$ cat src/rtl/condicionador_botao.sv
// Push-button conditioner: 2-flop synchronizer, press/release debounce and post-release lockout.
// States: OCIOSO idle, FILTRA press filtering, SOLTA waiting for release, BLOQUEIO lockout.
module condicionador_botao #(
  parameter logic [7:0] DEB  = 8'd4,
  parameter logic [7:0] LOCK = 8'd8
) (
  input  logic       clk,
  input  logic       rst,
  input  logic       bt_raw,
  output logic       bt,
  output logic       ocupado,
  output logic [7:0] npress
);

  typedef enum logic [1:0] {OCIOSO, FILTRA, SOLTA, BLOQUEIO} state_t;

  state_t     state;
  logic       sync1;
  logic       s;
  logic [7:0] cnt;
  logic [7:0] lcnt;
  logic [7:0] cnt_inc;
  logic [7:0] lcnt_inc;
  logic [7:0] npress_sat;

  assign cnt_inc    = cnt + 8'd1;
  assign lcnt_inc   = lcnt + 8'd1;
  assign npress_sat = (npress == 8'hFF) ? npress : npress + 8'd1;

  always_ff @(posedge clk or negedge rst) begin
    if (!rst) begin
      sync1 <= 1'b0;
      s     <= 1'b0;
    end else begin
      sync1 <= bt_raw;
      s     <= sync1;
    end
  end

  // Counters are cleared on the same edge they reach their terminal value, so they never exceed it.
  always_ff @(posedge clk or negedge rst) begin
    if (!rst) begin
      state   <= OCIOSO;
      cnt     <= 8'd0;
      lcnt    <= 8'd0;
      bt      <= 1'b0;
      ocupado <= 1'b0;
      npress  <= 8'd0;
    end else begin
      bt <= 1'b0;
      case (state)
        OCIOSO: begin
          if (s) begin
            ocupado <= 1'b1;
            if (DEB == 8'd1) begin
              state  <= SOLTA;
              cnt    <= 8'd0;
              bt     <= 1'b1;
              npress <= npress_sat;
            end else begin
              state <= FILTRA;
              cnt   <= 8'd1;
            end
          end else begin
            cnt     <= 8'd0;
            ocupado <= 1'b0;
          end
        end
        FILTRA: begin
          if (!s) begin
            state   <= OCIOSO;
            cnt     <= 8'd0;
            ocupado <= 1'b0;
          end else if (cnt_inc == DEB) begin
            state  <= SOLTA;
            cnt    <= 8'd0;
            bt     <= 1'b1;
            npress <= npress_sat;
          end else begin
            cnt <= cnt_inc;
          end
        end
        SOLTA: begin
          if (s) begin
            cnt <= 8'd0;
          end else if (cnt_inc == DEB) begin
            state <= BLOQUEIO;
            cnt   <= 8'd0;
            lcnt  <= 8'd0;
          end else begin
            cnt <= cnt_inc;
          end
        end
        BLOQUEIO: begin
          if (lcnt_inc == LOCK) begin
            state   <= OCIOSO;
            cnt     <= 8'd0;
            lcnt    <= 8'd0;
            ocupado <= 1'b0;
          end else begin
            lcnt <= lcnt_inc;
          end
        end
        default: begin
          state   <= OCIOSO;
          cnt     <= 8'd0;
          lcnt    <= 8'd0;
          ocupado <= 1'b0;
        end
      endcase
    end
  end

endmodule

$ cat config.mk
export PLATFORM = sky130hd
export DESIGN_NAME = condicionador_botao
export DESIGN_NICKNAME = d
export VERILOG_FILES = /design/src/rtl/condicionador_botao.sv
export SDC_FILE = /design/constraint.sdc
export NUM_CORES = 1
export LEC_CHECK = 0
export BUFFER_PORTS_ARGS = -buffer_cell sky130_fd_sc_hd__buf_2
export CAP_MARGIN = 20
export CORE_MARGIN = 5
export CORE_UTILIZATION = 40
export CTS_BUF_LIST = sky130_fd_sc_hd__clkbuf_4 sky130_fd_sc_hd__clkbuf_8
export CTS_CLUSTER_SIZE = 10
export DETAILED_ROUTE_END_ITERATION = 10
export PLACE_DENSITY = 0.53
export SKIP_LAST_GASP = 1
export SLEW_MARGIN = 40
export SYNTH_ARGS = -nofsm -noshare
export SYNTH_HDL_FRONTEND = slang
export SYNTH_SLANG_ARGS = --single-unit
$ cat constraint.sdc
create_clock -name clk -period 4.3 [get_ports clk]
set_clock_uncertainty 0.1 [all_clocks]
set_input_delay 0.43 -clock clk [delete_from_list [all_inputs] [get_ports clk]]
set_output_delay 0.43 -clock clk [all_outputs]
set_load 0.05 [all_outputs]
# Yosys cells after proc, flatten, opt, wreduce, memory -nomap -nowiden
# Cells that the tools add are included.
# totals
elab_cells	55
output_inout_bits	10
ramBits	0
inputBits	3
mem_count	0
romBits	0
latch_bits	0
regBits	30
# classes
reduce_logical	7
mul	0
shifts	0
magnitude_cmp	0
add_sub_neg	3
bitwise_logic	1
n_mux	24
eq_ne	12
div_mod_pow	0
# op_table
op	count
8-bit two-way mux	7
8-bit one-hot mux with 4 select lines	1
8-bit by 1-bit adder with 8-bit output (second input constant)	3
8-bit one-hot mux with 2 select lines	1
2-bit two-way mux	6
2-bit != test (second input constant)	5
8-bit by 3-bit equality test with 1-bit output (second input constant)	1
8-bit by 4-bit equality test with 1-bit output (second input constant)	1
8-bit equality test (second input constant)	1
2-bit one-hot mux with 4 select lines	1
1-bit two-way mux	7
3-bit AND reduction	2
5-bit AND reduction	1
2-bit equality test (second input constant)	2
4-bit AND reduction	1
3-bit != test (second input constant)	1
1-bit one-hot mux with 3 select lines	1
3-bit nonzero test	1
2-bit by 1-bit equality test with 1-bit output (second input constant)	1
2-bit zero test	1
2-bit nonzero test	1
1-bit inverter	1

# Depth between registers and ports, before layout
# logic_depth
word_depth	5
depth_mapped	7
depth_no_buf	6

# Least setup slack after synthesis
# OpenSTA, ideal clock, no wires.
# synth_path
path_kind	flip-flop to flip-flop
start	reg cnt[0]
end	reg npress[7]
path_buffers	0
setup_time_ns	0.125
required_time_ns	4.075
path_slack_ns	2.279
t_arrival_ns	1.796
synth_period_minus_slack_ns	2.021
path_stages_with_launch	7
cell_sequence	dfrtp_1 ha_1 nand2b_1 o32ai_2 o2111ai_2 nor3_1 mux2_2
# synth_between
elab_chain_len	3
# synth_rtl
element	line	source
from (decl)	20	logic [7:0] cnt;
from (signal assigned)	80	cnt <= cnt_inc;
from (signal assigned)	91	cnt <= cnt_inc;
8-bit by 1-bit adder with 8-bit output	26	assign cnt_inc = cnt + 8'd1;
8-bit by 3-bit equality test with 1-bit output	74	end else if (cnt_inc == DEB) begin
4-bit AND reduction (no source line)	-	
to (signal assigned)	59	npress <= npress_sat;
to (signal assigned)	78	npress <= npress_sat;
to (decl)	12	output logic [7:0] npress
# No other way between the ends.
# A chain may end at the register's enable or synchronous reset.

# Final worst setup path
# layout_path
start	reg cnt[0]
end	reg npress[1]
# The elaborated chain is that of the path after synthesis.

==> flow_summary.json <==
{
  "status": "completed",
  "grt_pass1_vias": 1246,
  "p_switching_mw": 0.2398,
  "grt_first_pass_wirelength_mm": 5.892,
  "ant_nets": 0,
  "drtPass1Iterations": 4,
  "hp-class": "in2async",
  "ys_warn_count": 0,
  "p_int_mw": 0.4693,
  "crit_type": "reg2reg",
  "routed_via_density": 5.471,
  "cts_setup_buffers": 0,
  "start_util_pct": 41.51,
  "synth_flop_cell": "dfrtp_1",
  "io-pin-count": 13,
  "grtUsageTotal_pct": 13.83,
  "total_power_mw": 0.7091,
  "async_flop_share_pct": 100.0,
  "synthCells": 175,
  "wl_per_cell_um": 14.06,
  "irDropWorstVdd_v": 0.0001461,
  "clk_latency_ns": 0.28,
  "drive_above_1_share_pct": 14.89,
  "seq_power_share_pct": 49.7,
  "drt_iter0_markers": 52,
  "cp_slowest_cell": "dfrtp_1",
  "grt_setup_unrepaired": "no",
  "final_cell_mix": "30 x dfrtp_1, 23 x nand2_1, 18 x o21ai_0, 13 x nor2_1, 12 x buf_2",
  "slowest_delay_ns": 0.47,
  "cp_cell_sequence": "ha_1 -> nand2b_1 -> o32ai_2 -> o2111ai_2 -> nor2_1 -> mux2_2",
  "drcViolationCount": 0,
  "final_common_cell": "dfrtp_1",
  "multi_input_area_sq_um": 868.3,
  "wirelength_mm": 3.346,
  "numCtsBuffers": 5,
  "dieArea_sq_mm": 0.005539,
  "pwr-share-clk_pct": 29.4,
  "crit_start": "cnt[0]",
  "p_sw_share_pct": 33.82,
  "reg2reg_to": "npress[1]",
  "slew_violations": 0,
  "synthesis.nets": 182,
  "fin_tns_setup_ns": 0,
  "grt-ovfl-total": 0,
  "rows": 23,
  "period_minus_slack_ns": 2.524,
  "ctsHoldBuffers": 0,
  "reg2reg_depth": 6,
  "design.core.area_sq_mm": 0.004000,
  "htree_levels": 2,
  "crit_arrival_ns": 2.59,
  "synth_area_sq_mm": 0.001660,
  "critPathLaunchType": "register",
  "max_freq_mhz": 396.2,
  "register_area_sq_um": 750.7,
  "r2r-start": "cnt[0]",
  "power.density_mw_per_mm2": 386.3,
  "path_clk_slew_ns": 0.07,
  "cp-end-kind": "register",
  "dp_hpwl_mm": 2.358,
  "antenna_found_initial": 0,
  "die_h_um": 74.43,
  "ctsLongestPathBuffers": 2,
  "ys_types": 44,
  "fillers": 392,
  "rrSetupSlack_ns": 1.78,
  "yosysSeqAreaShare_pct": 45.21,
  "pwr-share-comb_pct": 20.9,
  "path_max_fanout": 13,
  "synth_seq_cells": 30,
  "root_buffer": "clkbuf_8",
  "num_antenna_cells": 0,
  "worstPathRequired_ns": 4.37,
  "syn-mean-instance-area_sq_um": 9.488,
  "setup_viol": 0,
  "cts_num_sinks": 30,
  "io_buffers": 12,
  "cts_tree": "yes",
  "crit_end": "npress[1]",
  "die_width_um": 74.43,
  "hold_viol": 0,
  "post_cts_resized": 0,
  "syn_to_final_growth_pct": 10.55,
  "synth-edff-count": 0,
  "worst_slew_pin_slew_ns": 0.7221,
  "gp_congestion": 0.8279,
  "nNetsFinal": 195,
  "grt_max_degree": 31,
  "post-route-period-util_pct": 58.69,
  "drv_cap": 0,
  "maxSlewHeadroom_pct": 51.68,
  "vias": 1302,
  "p_leak_nw": 0.8413
}
[worst max-delay path, delay by kind of cell (launching register included)]
kind / cells / cell delay (ns)
AND/OR/NAND/NOR: 2 / 0.50
adder cells (fa/ha/maj): 1 / 0.27
AO/OA/AOI/OAI: 2 / 0.70
flip-flops: 1 / 0.47
multiplexers: 1 / 0.36
[how the worst min path moves through the flow]
stage	start	slack, ns	to	depth (start not counted)
after floorplan	rst	0.03	asynchronous set/reset pin	0
after global placement	sync1	0.24	s	0
after detailed placement	sync1	0.24	s	0
after CTS	rst	0.11	cnt[4]	1
after global routing	rst	0.15	cnt[4]	1
final	rst	0.08	cnt[4]	1
[layer usage]
layer	routed length, um	share of wire [%]	global-route usage [%]	vias up
li1	-	-	-	655
met1	1607	48	18.57	620
met2	1526	46	20.49	18
met3	129	3.9	4.324	9
met4	82	2.5	6.126	0
met5	0	0	0	-
[power groups by stage]
| stage | Combinational (mW) | Clock [mW] | Sequential [mW] |
|---|---|---|---|
| global route | 0.171 | 0.229 | 0.358 |
| floorplan | 0.0984 | 0 | 0.367 |
| global placement | 0.146 | 0 | 0.356 |
| finish | 0.148 | 0.209 | 0.352 |
| CTS | 0.150 | 0.219 | 0.352 |
| detailed placement | 0.151 | 0 | 0.357 |
[through the flow]
| step | worst slack [ns] | std cells | util [%] | hold slack (ns) | area, sq um |
|---|---|---|---|---|---|
| 2_1_floorplan | 2.279 | 175 | - | 0.03441 | 1660 |
| 3_3_place_gp | 1.916 | 231 | 43.82 | 0.2355 | 1753 |
| 3_5_place_dp | 1.760 | 231 | 43.92 | 0.2389 | 1757 |
| 4_1_cts | 1.755 | 238 | 45.89 | 0.1074 | 1836 |
| 5_1_grt | 1.608 | 238 | 45.89 | 0.1453 | 1836 |
| 6_report | 1.776 | 238 | 45.89 | 0.07666 | 1836 |
[synth_stat cells, types with 3 or more instances]
cell type | instances | area [sq um]
inv_1 | 4 | 15.01
nand4_1 | 6 | 37.54
o31ai_1 | 3 | 22.52
and3_1 | 3 | 18.77
nand2b_1 | 4 | 25.02
and2_1 | 4 | 25.02
xor2_1 | 6 | 52.55
clkbuf_1 | 5 | 18.77
nor2_1 | 13 | 48.80
ha_1 | 4 | 50.05
o21ai_0 | 18 | 90.09
or3_1 | 3 | 18.77
nand3_1 | 6 | 30.03
nand2_1 | 23 | 86.33
nor2b_1 | 6 | 37.54
dfrtp_1 | 30 | 750.7
o211ai_1 | 4 | 30.03
[logic make-up after synthesis]
kind of cell             share of synthesized area (%)
adder cells (fa/ha/maj)                          3.014
AO/OA/AOI/OAI                                    16.43
AND/OR/NAND/NOR                                  26.45
buffers and inverters                            2.713
XOR/XNOR                                         4.220
flip-flops                                       45.21
multiplexers                                     1.959
[registers in the layout, summed over array words and instances, names as in the netlist, named ones only]
signal,cells
cnt,8
lcnt,8
npress,8
bt,1
ocupado,1
s,1
state,1
sync1,1
[layout make-up]
cell class	instances	share of cell area, %
flip-flops and latches	30	40.90
multi-input cells	135	47.31
clock inverters	2	0.5453
inverters	4	0.8180
well taps	50	3.408
repair buffers	12	3.272
clock buffers	5	3.749
(Power assumes the default switching activity.)
